### config.mk
export PLATFORM = sky130hd
export DESIGN_NAME = brick_field_ctrl
export DESIGN_NICKNAME = d
export VERILOG_FILES = /design/src/rtl/brick_field_ctrl.sv
export SDC_FILE = /design/constraint.sdc
export NUM_CORES = 1
export LEC_CHECK = 0
export BUFFER_PORTS_ARGS = -buffer_cell sky130_fd_sc_hd__buf_2
export CAP_MARGIN = 20
export CORE_ASPECT_RATIO = 1.5
export CORE_UTILIZATION = 43
export CTS_CLUSTER_DIAMETER = 40
export DETAILED_ROUTE_END_ITERATION = 10
export SLEW_MARGIN = 15
export SYNTH_ARGS = -nofsm -noshare
export SYNTH_HDL_FRONTEND = slang
export SYNTH_SLANG_ARGS = --single-unit
export TNS_END_PERCENT = 100
### constraint.sdc
create_clock -name clk -period 6.1 [get_ports clk]
set_input_delay 0.915 -clock clk [delete_from_list [all_inputs] [get_ports clk]]
set_output_delay 0.915 -clock clk [all_outputs]
set_load 0.05 [all_outputs]
### src/rtl/brick_field_ctrl.sv
// Falling-brick field sequencer: round-robin collision scan, periodic descent, win/over detection.
// Optional macro BRICK_SPEEDUP_EN raises the descent step as the score grows.
module brick_field_ctrl #(
    parameter int NUM_BRICKS = 8,
    parameter int TICK_DIV   = 50000000,
    parameter int STEP       = 1,
    parameter int X0         = 8,
    parameter int X_PITCH    = 62,
    parameter int Y0         = 0,
    parameter int BRICK_W    = 57,
    parameter int BRICK_H    = 19,
    parameter int BALL_SZ    = 20,
    parameter int FLOOR_Y    = 458
) (
    input  logic       clk,
    input  logic       rst,
    input  logic       start,
    input  logic [8:0] ball_x,
    input  logic [8:0] ball_y,
    input  logic [2:0] rd_idx,
    output logic [8:0] rd_x,
    output logic [8:0] rd_y,
    output logic       rd_exist,
    output logic [7:0] alive_mask,
    output logic       hit,
    output logic [2:0] hit_idx,
    output logic [7:0] score,
    output logic       game_over,
    output logic       won
);
    localparam int MAX_SLOTS = 8;

    typedef enum logic [2:0] {IDLE, SCAN, CHECK, OVER, WON} state_t;

    state_t      state, state_nxt;
    logic [2:0]  k;
    logic [31:0] prescaler;
    logic        tick_pending;
    logic        over_flag;
    logic [7:0]  alive;
    logic [8:0]  y_q [MAX_SLOTS];

    logic        playing, restart, tick, last_slot, advance;
    logic        overlap, scan_hit, scan_floor;
    logic [8:0]  cur_x, cur_y;
    logic [10:0] bx11, by11, x11, y11;
    logic [8:0]  eff_step;

    // Slot x never changes after load, so it is derived from the index instead of stored.
    function automatic logic [8:0] slot_x(input logic [2:0] i);
        int v;
        v = X0 + int'(i) * X_PITCH;
        return v[8:0];
    endfunction

    function automatic logic [8:0] sat_add(input logic [8:0] a, input logic [8:0] b);
        logic [9:0] s;
        s = {1'b0, a} + {1'b0, b};
        return s[9] ? 9'h1FF : s[8:0];
    endfunction

    always_comb begin
        playing   = (state == SCAN) || (state == CHECK);
        restart   = start && ((state == IDLE) || (state == OVER) || (state == WON));
        tick      = playing && (prescaler == 32'(TICK_DIV - 1));
        last_slot = (k == 3'(NUM_BRICKS - 1));
        advance   = (state == CHECK) && !over_flag && (alive != 8'h00);
    end

    // Overlap is evaluated 11 bits wide so edge sums never wrap.
    always_comb begin
        cur_x   = slot_x(k);
        cur_y   = y_q[k];
        bx11    = {2'b00, ball_x};
        by11    = {2'b00, ball_y};
        x11     = {2'b00, cur_x};
        y11     = {2'b00, cur_y};
        overlap = (bx11 <= x11 + 11'(BRICK_W)) && (bx11 + 11'(BALL_SZ) >= x11) &&
                  (by11 <= y11 + 11'(BRICK_H)) && (by11 + 11'(BALL_SZ) >= y11);
        scan_hit   = (state == SCAN) && alive[k] && overlap;
        scan_floor = (state == SCAN) && alive[k] && !overlap && (cur_y >= 9'(FLOOR_Y));
    end

`ifdef BRICK_SPEEDUP_EN
    logic [7:0] score_div8;
    logic [1:0] bonus;
    always_comb begin
        score_div8 = score >> 3;
        bonus      = (score_div8 > 8'd3) ? 2'd3 : score_div8[1:0];
        eff_step   = 9'(STEP) + {7'b0, bonus};
    end
`else
    always_comb begin
        eff_step = 9'(STEP);
    end
`endif

    always_ff @(posedge clk) begin
        if (rst) state <= IDLE;
        else     state <= state_nxt;
    end

    always_comb begin
        state_nxt = state;
        case (state)
            IDLE:  if (start) state_nxt = SCAN;
            SCAN:  if (last_slot) state_nxt = CHECK;
            CHECK: begin
                if (over_flag)             state_nxt = OVER;
                else if (alive == 8'h00)   state_nxt = WON;
                else                       state_nxt = SCAN;
            end
            OVER:  if (start) state_nxt = SCAN;
            WON:   if (start) state_nxt = SCAN;
            default: state_nxt = IDLE;
        endcase
    end

    // Slot storage: load, clear on hit, or descend at CHECK.
    always_ff @(posedge clk) begin
        if (rst || restart) begin
            for (int i = 0; i < MAX_SLOTS; i++) begin
                y_q[i]   <= 9'(Y0);
                alive[i] <= (i < NUM_BRICKS);
            end
        end else if (scan_hit) begin
            alive[k] <= 1'b0;
        end else if (advance && tick_pending) begin
            for (int i = 0; i < MAX_SLOTS; i++) begin
                if (alive[i]) y_q[i] <= sat_add(y_q[i], eff_step);
            end
        end
    end

    always_ff @(posedge clk) begin
        if (rst) begin
            score        <= 8'd0;
            hit          <= 1'b0;
            hit_idx      <= 3'd0;
            prescaler    <= 32'd0;
            tick_pending <= 1'b0;
            over_flag    <= 1'b0;
            k            <= 3'd0;
        end else begin
            hit <= scan_hit;
            if (scan_hit) hit_idx <= k;
            prescaler <= (tick || !playing) ? 32'd0 : prescaler + 32'd1;
            if (restart) begin
                score        <= 8'd0;
                over_flag    <= 1'b0;
                tick_pending <= 1'b0;
                k            <= 3'd0;
            end else begin
                // A fresh tick re-arms pending even in the cycle that consumes it.
                if (tick)         tick_pending <= 1'b1;
                else if (advance) tick_pending <= 1'b0;
                if (state == SCAN) begin
                    if (scan_hit) begin
                        if (score != 8'hFF) score <= score + 8'd1;
                    end else if (scan_floor) begin
                        over_flag <= 1'b1;
                    end
                    k <= last_slot ? 3'd0 : k + 3'd1;
                end else if (advance) begin
                    over_flag <= 1'b0;
                    k         <= 3'd0;
                end
            end
        end
    end

    always_comb begin
        rd_x       = slot_x(rd_idx);
        rd_y       = y_q[rd_idx];
        rd_exist   = alive[rd_idx];
        alive_mask = alive;
        game_over  = (state == OVER);
        won        = (state == WON);
    end

endmodule

After elaboration in Yosys (flattened, before gate mapping)
Memories as Yosys holds them, arrays and structs flattened. A register that Yosys moved wholly into a read port is not among the register bits.
Index checks and enable logic that the tools add are counted.
Word-level totals
  RAM bits: 72
  input bits: 24
  word-level logic and storage cells: 169
  output and inout bits: 41
  bits in latches: 0
  memories: 1
  memory bits (read-only): 0
  bits in registers: 60
Memories
  y_q: words 8, bits a word 9, read ports 10, clocked after Yosys merged registers in 1, wr ports 8, line 41  | logic [8:0] y_q [MAX_SLOTS];
Cells by class
  reductions and logical operators: 32
  div/mod/pow operators: 0
  shift operators: 0
  order comparisons: 8
  bitwise gates (word level): 10
  equal/unequal tests: 11
  multipliers: 2
  muxes and demuxes: 79
  add/sub/neg operators: 17
Operators with widths (count)
  $mux W9: 16
  $add A9 B1 Y10 const B: 8
  $mux W1: 50
  $add A32 B1 Y32 const B: 1
  $eq A32 B26 Y1 const B: 1
  $add A9 B5 Y10 const B: 3
  $mux W3: 9
  $ge A10 B9 Y1: 2
  $le A9 B10 Y1: 2
  $add A4 B9 Y9 const A: 2
  $mul A3 B5 Y8 const B: 2
  $logic_and A1 B1 Y1: 13
  $add A9 B6 Y10 const B: 1
  $ge A9 B9 Y1 const B: 1
  $pmux W3 S3: 1
  $add A8 B1 Y8 const B: 1
  $and A8 B8 Y8: 1
  $logic_not A8 Y1: 1
  $lt A3 B4 Y1 const B: 2
  $ne A8 B8 Y1 const B: 1
  $not A8 Y8: 1
  $or A1 B1 Y1: 8
  $reduce_bool A8 Y1: 1
  $bmux W1 S3: 2
  16 further kinds: 29

Depth between registers and ports, before layout
Gate-level depths: netlist of the first run.
  word-level depth: 13
  gate-level depth with buffers: 19

Worst setup path after synthesis of the first run
OpenSTA, ideal clock, no wires.
  path type: reg2reg
  start point: reg k[1]
  end point: reg score[7]
  library setup time: 0.070 ns
  clock period less this slack: 4.504 ns
  required time: 6.030 ns
  cell stages (with the launch flop): 19
  buffers on the path: 0
  setup slack: 1.596 ns
  data arrival time: 4.434 ns
  cell sequence: dfxtp_1 fa_1 ha_1 inv_1 fa_1 nand2b_1 a21oi_1 xnor2_1 or3_1 xnor2_1 xor2_1 ha_1 and3_1 a211oi_1 a311oi_1 o41ai_2 nand2_1 or4_1 a21oi_1
Between the ends
  cells in the longest elaborated chain, start to end: 9
  elaborated cells on any way between the ends: 13
Ends and longest elaborated chain
  start: declaration: line 36  | logic [2:0] k;
  start signal: assignment: line 163  | k <= last_slot ? 3'd0 : k + 3'd1;
  $mul A3 B5 Y8: line 52  | v = X0 + int'(i) * X_PITCH;
  $add A4 B9 Y9: line 52
  $add A9 B6 Y10: line 78  | overlap = (bx11 <= x11 + 11'(BRICK_W)) && (bx11 + 11'(BALL_SZ) >= x11) &&
  $le A9 B10 Y1: line 78
  $logic_and A1 B1 Y1 (2 in series): line 78
  $logic_and A1 B1 Y1: line 79  | (by11 <= y11 + 11'(BRICK_H)) && (by11 + 11'(BALL_SZ) >= y11);
  $logic_and A1 B1 Y1 *: line 80  | scan_hit = (state == SCAN) && alive[k] && overlap;
  $reduce_and A3 Y1 (no line) *
  end signal: assignment: line 159  | if (score != 8'hFF) score <= score + 8'd1;
  end: declaration: line 27  | output logic [7:0] score,
Mark *: on every way between the ends. The rest lies on a longest branch, timed or not. The select of a mux whose other input is x is not followed.
A chain may end at the register's enable or synchronous reset.

Final worst setup path of the first run
  start point: reg k[0]
  end point: reg alive[7] (netlist: alive_mask[7])
Between the ends
  cells in the longest elaborated chain, start to end: 8
  elaborated cells on any way between the ends: 19
Ends and longest elaborated chain
  $mul A3 B5 Y8: line 52
  $add A4 B9 Y9: line 52
  $add A9 B6 Y10: line 78
  $le A9 B10 Y1: line 78
  $logic_and A1 B1 Y1 (2 in series): line 78
  $logic_and A1 B1 Y1: line 79
  $logic_and A1 B1 Y1: line 80
  end signal: indexed assignment: line 124  | alive[i] <= (i < NUM_BRICKS);
  end: declaration: line 40  | logic [7:0] alive;
Several ways; a longest one is shown, not always the timed one. The select of a mux whose other input is x is not followed.

==> flow_summary.yaml, run 1 <==
cts:
  clkLatencyLatePin_ps: 430
  cts_tree: "built"
  cts_buffer_depth: 2
  cts_root_buf: "clkbuf_16"
  cts_buffers: 17
  cts_num_sinks: 135
  cts-resized-gates: 0
  cts_max_level: 4
  post_cts_buffers: 0
  cts_hold_buf: 0
  clk_pin_slew_ps: 60
setup_path:
  crit_path_cell_trace: "fa_1 > ha_1 > fa_1 > ha_1 > nor2b_1 > nor2b_1 > xnor2_1 > nor3b_1 > xor2_1 > ha_1 > and3_1 > a211oi_1 > a311oi_1 > o41ai_2 > nand2_1 > nor3_2 > a31oi_1"
  cp-end-kind: "register"
  rr_startpoint: "k[0]"
  critical_path_class: "reg -> reg"
  cp.arrival_ps: 5440
  crit_family: "adder cells"
  path_buf_inv: 0
  cp_max_fo: 13
  required_ps: 6380
  r2r_end: "alive_mask[7]"
  setup.worst_path.start: "k[0]"
  slowest_delay_ps: 640
  rr_worst_depth: 17
  cpMaxStageDelayCell: "dfxtp_1"
  crit_end: "alive_mask[7]"
  path_depth: 17
  rrSetupSlack_ps: 940
  cp_common_cell: "ha_1"
  start_kind: "register"
sta:
  tightest_slew_ps: 864.5
  final.setup.tns_ps: 0
  finalHoldViolCount: 0
  min_period_ps: 5161
  final_max_slew_viol_count: 0
  max_freq_mhz: 193.8
  fin_skew_ps: 8.327
  rsz0062_at_grt: "false"
  finalSetupViolations: 0
  maxSlewHeadroom: 0.4192
  finalCritPeriodShare: 0.8461
pwr:
  p_int_mw: 1.756
  pwr-share-comb: 0.169
  power_mw: 2.507
  cellPowerDensity_nw_per_um2: 234.8
  switchingPower_mw: 0.7509
  clock_power_share: 0.406
  seqPwrFrac: 0.425
  leakagePower_nw: 3.950
  peakVddDrop_mv: 0.1510
  swShare: 0.2995
cells_and_area:
  area_growth_pct: 11.63
  diodes: 0
  fin_util: 0.4916
  drive_gt1_frac: 0.1420
  final_cell_area_um2: 10680
  nNetsFinal: 1121
synth:
  seq_area_frac_synth: 0.3579
  synth.most_common_cell: "nor2_1"
  synth_top_area_frac: 0.2261
  yosysWarnings: 0
  ys_types: 62
  syn_area_um2: 9564
  synthesis.nets: 1064
  async_reset_ff_frac: 0
  synth_commonest_cells: "nor2_1 (89), nand2_1 (75), a21oi_1 (73)"
  synth_edf_count: 72
  synth_area_leaders: "edfxtp_1 (23%), dfxtp_1 (13%), ha_1 (8.8%), mux4_2 (7.5%), xor2_1 (5.1%)"
  syn_area_per_cell_um2: 9.911
  ys_ff_latch: 135
  netlist_instances: 965
  synth_ff_type: "edfxtp_1"
  yosysTopAreaCell: "edfxtp_1"
job:
  drv_cap: 0
detailed_routing:
  via_per_inst: 5.872
  antenna_left: 0
  drt_wl_total_mm: 24.25
  drc: 0
  dr.first_iter.drc_count: 567
  avgRoutedWirePerCell_um: 18.56
  via_count: 7675
  drtPass1Iterations: 5
placed_design:
  place_area_um2: 10070
  gp_congestion: 0.8323
  dp_hpwl_mm: 18.23
  numPortBuffers: 63
floorplan:
  fp.dieW_um: 123.8
  die_h_um: 184.7
  die_area_um2: 22850
  start_util: 0.4404
  rows: 66
  coreArea_um2: 21720
  pin_count: 65
global_routing:
  grt-ovfl-total: 0
  grt_pass1_wl_mm: 38.79
  grt_max_degree: 37
  grt_antenna_before_repair: 0
  grt_pass1_vias: 7361
  grt_usage: 0.2260
worst_hold_path:
  holdCritPathClass: "reg -> reg"
  hold_start: "prescaler[0]"
status:
  status: "finished clean"
## routing by layer
layer	track usage	up-vias	routed length [µm]
li1	-	3692	-
met2	0.4002	227	12740
met1	0.2568	3704	9419
met4	0.1133	0	995
met5	0	-	0
met3	0.03775	52	1102
## area by class of cell
class                           instances  area, µm²
Sequential cell                       135       3423
Timing Repair Buffer                   67      352.8
Fill cell                            2068      11040
Tap cell                              272      340.3
Clock buffer                           22      508.0
Clock inverter                         10      80.08
Multi-Input combinational cell        761       5822
Inverter                               40      150.1
## through the flow
stage | hold WS, ps | setup slack [ps] | cells
3_3_place_gp | 432.1 | 1115 | 1274
4_1_cts | 455.8 | 944.6 | 1306
5_1_grt | 487.0 | 539.7 | 1307
3_5_place_dp | 445.2 | 983.9 | 1274
6_report | 454.2 | 939.1 | 1307
2_1_floorplan | 417.5 | 1596 | 965
## kinds of logic after synthesis
logic type	synth area share
AND/OR/NAND/NOR	0.1903
AO/OA/AOI/OAI	0.09890
flip-flops	0.3579
XOR/XNOR	0.08974
adder cells (fa/ha/maj)	0.1044
buffers and inverters	0.03336
multiplexers	0.1249
other	0.0003921
## placed cells by master, fill, tap and decap left out, drive strengths merged, types with 21 or more instances in the layout
cell type / count
nand4: 21
and3: 28
nand2: 75
dfxtp: 63
nor2: 89
o21ai: 25
xor2: 56
nand3: 67
xnor2: 42
clkbuf: 22
nor3: 26
a21oi: 73
inv: 45
ha: 67
edfxtp: 72
mux4: 40
buf: 67
## power groups by stage
stage               combinational, mW  clock, mW  sequential, mW
CTS                             0.427       1.04            1.06
detailed placement              0.424          0            1.08
finish                          0.424       1.02            1.07
global placement                0.421          0            1.08
global route                    0.470       1.08            1.07
floorplan                       0.341          0            1.05
## how the worst min path moves through the flow
| stage | endpoint | depth (start not counted) | slack [ps] |
|---|---|---|---|
| after floorplan | prescaler[0] | 1 | 420 |
| after global placement | prescaler[0] | 1 | 430 |
| after detailed placement | prescaler[0] | 1 | 450 |
| after CTS | prescaler[0] | 1 | 460 |
| after global routing | prescaler[0] | 1 | 490 |
| final | prescaler[0] | 1 | 450 |
## sequential cells by signal (all words and copies together), names as in the netlist, named ones only
register      count
y_q              72
tick_pending      1
alive_mask        8
state             3
over_flag         1
prescaler        32
hit               1
hit_idx           3
k                 3
score             8
## worst register-to-register path: stages (launching register included)
cell and delay, ps:
dfxtp_1 640, fa_1 570, ha_1 270, fa_1 520, ha_1 190, nor2b_1 230
nor2b_1 200, xnor2_1 120, nor3b_1 260, xor2_1 180, ha_1 270, and3_1 170
a211oi_1 220, a311oi_1 90, o41ai_2 100, nand2_1 270, nor3_2 530, a31oi_1 170
Note: power is estimated with default switching activity, not from simulation.
==> run 2, diff against run 1 <==
- clock period: 6.1 -> 4.45 ns (I/O delays scaled with it)
==> run 2 against run 1 <==
Worst setup slack worse by 850 ps. Register-to-register slack lost 850 ps. Highest routed layer unchanged. Die area did not move. Wire length up 4.5%. First-iteration DRC count decreased by 17%. Largest cell class unchanged.
==> flow_summary.yaml, run 2 (same netlist as run 1, synthesis figures left out) <==
setup_path:
  critical_path_class: "reg -> reg"
  required_ps: 4810
  cpMaxStageDelayCell: "fa_1"
  crit_path_cell_trace: "fa_1 > ha_2 > buf_4 > fa_1 > ha_2 > nor2b_4 > nor2b_4 > xnor2_2 > nor3b_2 > xor2_1 > ha_1 > buf_4 > a211oi_2 > a311oi_2 > o41ai_2 > buf_4 > nand4_1 > or3_4 > a21oi_2"
  cp_max_fo: 3
  cp-end-kind: "register"
  cp_common_cell: "buf_4"
  crit_family: "adder cells"
  path_buf_inv: 3
  start_kind: "register"
  cp.arrival_ps: 4730
  slowest_delay_ps: 530
cells_and_area:
  final_common_cell: "nor2_1"
  diodes: 0
  n_fill_cell: 2011
  max_flop_register: "y_q"
  reg_top3: "y_q: 72 flops, prescaler: 32 flops"
  largest_reg_flops: 72
  area_growth_pct: 16.59
  final_cell_area_um2: 11150
  nNetsFinal: 1165
  final_cell_mix: "nor2_1 (89), nand2_1 (74), edfxtp_1 (72), a21oi_1 (70)"
  regArea_um2: 3425
  drive_gt1_frac: 0.2048
  multi_input_area_um2: 5981
detailed_routing:
  drtPass1Iterations: 5
  via_per_inst: 5.862
  avgRoutedWirePerCell_um: 18.77
  antenna_left: 0
  drc: 0
  dr.first_iter.drc_count: 471
  via_count: 7920
  drt_wl_total_mm: 25.35
floorplan:
  rows: 66
  coreArea_um2: 21720
  die_area_um2: 22850
  start_util: 0.4404
  fp.dieW_um: 123.8
  pin_count: 65
  die_h_um: 184.7
global_routing:
  grt_usage: 0.2346
  grt_max_degree: 36
  grt-ovfl-total: 0
  grt_pass1_vias: 7759
  grt_antenna_before_repair: 0
  grt_pass1_wl_mm: 40.33
cts:
  cts_tree: "built"
  cts_buffers: 17
  cts_hold_buf: 0
  cts_max_level: 4
  cts_root_buf: "clkbuf_16"
  clkLatencyLatePin_ps: 430
  clk_pin_slew_ps: 60
  cts_buffer_depth: 2
  cts_num_sinks: 135
placed_design:
  numPortBuffers: 63
  place_area_um2: 10380
  gp_congestion: 0.8823
  dp_hpwl_mm: 19.38
pwr:
  cellPowerDensity_nw_per_um2: 308.3
  clock_power_share: 0.392
  pwr-share-comb: 0.186
  leakagePower_nw: 4.198
  seqPwrFrac: 0.422
  swShare: 0.3020
  peakVddDrop_mv: 0.2023
  switchingPower_mw: 1.038
  p_int_mw: 2.400
worst_hold_path:
  holdCritPathClass: "reg -> reg"
status:
  status: "finished clean"
sta:
  holdWs_ps: 444.7
  min_period_ps: 4361
  finalSetupViolations: 0
  fin_skew_ps: 8.049
  tightest_slew_ps: 1136
  final_max_slew_viol_count: 0
  rsz0062_at_grt: "true"
  maxSlewHeadroom: 0.2370
  max_freq_mhz: 229.3
  finalHoldViolCount: 0
  finalCritPeriodShare: 0.9801
job:
  drv_cap: 0
==> run 2: final timing paths <==
check | startpoint | end | slack, ps | depth (start not counted)
min | prescaler[0] | prescaler[0] | 440 | 1
max | k[0] | score[3] | 90 | 19
max reg2reg | k[0] | score[3] | 90 | 19
min reg2reg | prescaler[0] | prescaler[0] | 440 | 1
==> run 2: cell type report <==
cell class | instances | area share
Clock inverter | 14 | 0.01077
Multi-Input combinational cell | 761 | 0.5364
Clock buffer | 18 | 0.03939
Timing Repair Buffer | 111 | 0.06239
Tap cell | 272 | 0.03052
Sequential cell | 135 | 0.3071
Inverter | 40 | 0.01346
==> run 2: layer usage <==
metal	wire [µm]	part of all wire	track usage	up-vias
met3	1017	0.040	0.04239	58
met5	0	0	0	-
met1	9577	0.38	0.2538	3844
met2	13630	0.54	0.4249	220
li1	-	-	-	3798
met4	1131	0.045	0.1234	0
==> run 2: power by group through the flow <==
stage / sequential [mW] / clock (mW) / combinational, mW
after floorplan: 1.44 / 0 / 0.468
after global placement: 1.47 / 0 / 0.619
after detailed placement: 1.47 / 0 / 0.626
after CTS: 1.45 / 1.38 / 0.632
after global routing: 1.45 / 1.43 / 0.710
final: 1.45 / 1.35 / 0.640
==> run 2: metrics by stage <==
step	power, mW	setup TNS (ps)	cells	util	worst slack [ps]
finish	3.438	0	1351	0.5134	88.59
global route	3.593	-1572	1351	0.5134	-172.5
CTS	3.457	-15.07	1346	0.5050	-15.07
detailed placement	2.099	-2335	1313	0.4778	-186.7
global placement	2.091	-1110	1313	0.4778	-96.64
floorplan	1.905	0	965	-	20.60
==> run 2: timing repair <==
| action | in CTS | in global routing |
|---|---|---|
| pin swaps | 5 | 20 |
| resized for setup | 7 | 28 |
| setup buffers | 1 | 4 |
| endpoints found under the setup margin | 21 | 21 |
| gates cloned | 0 | 0 |
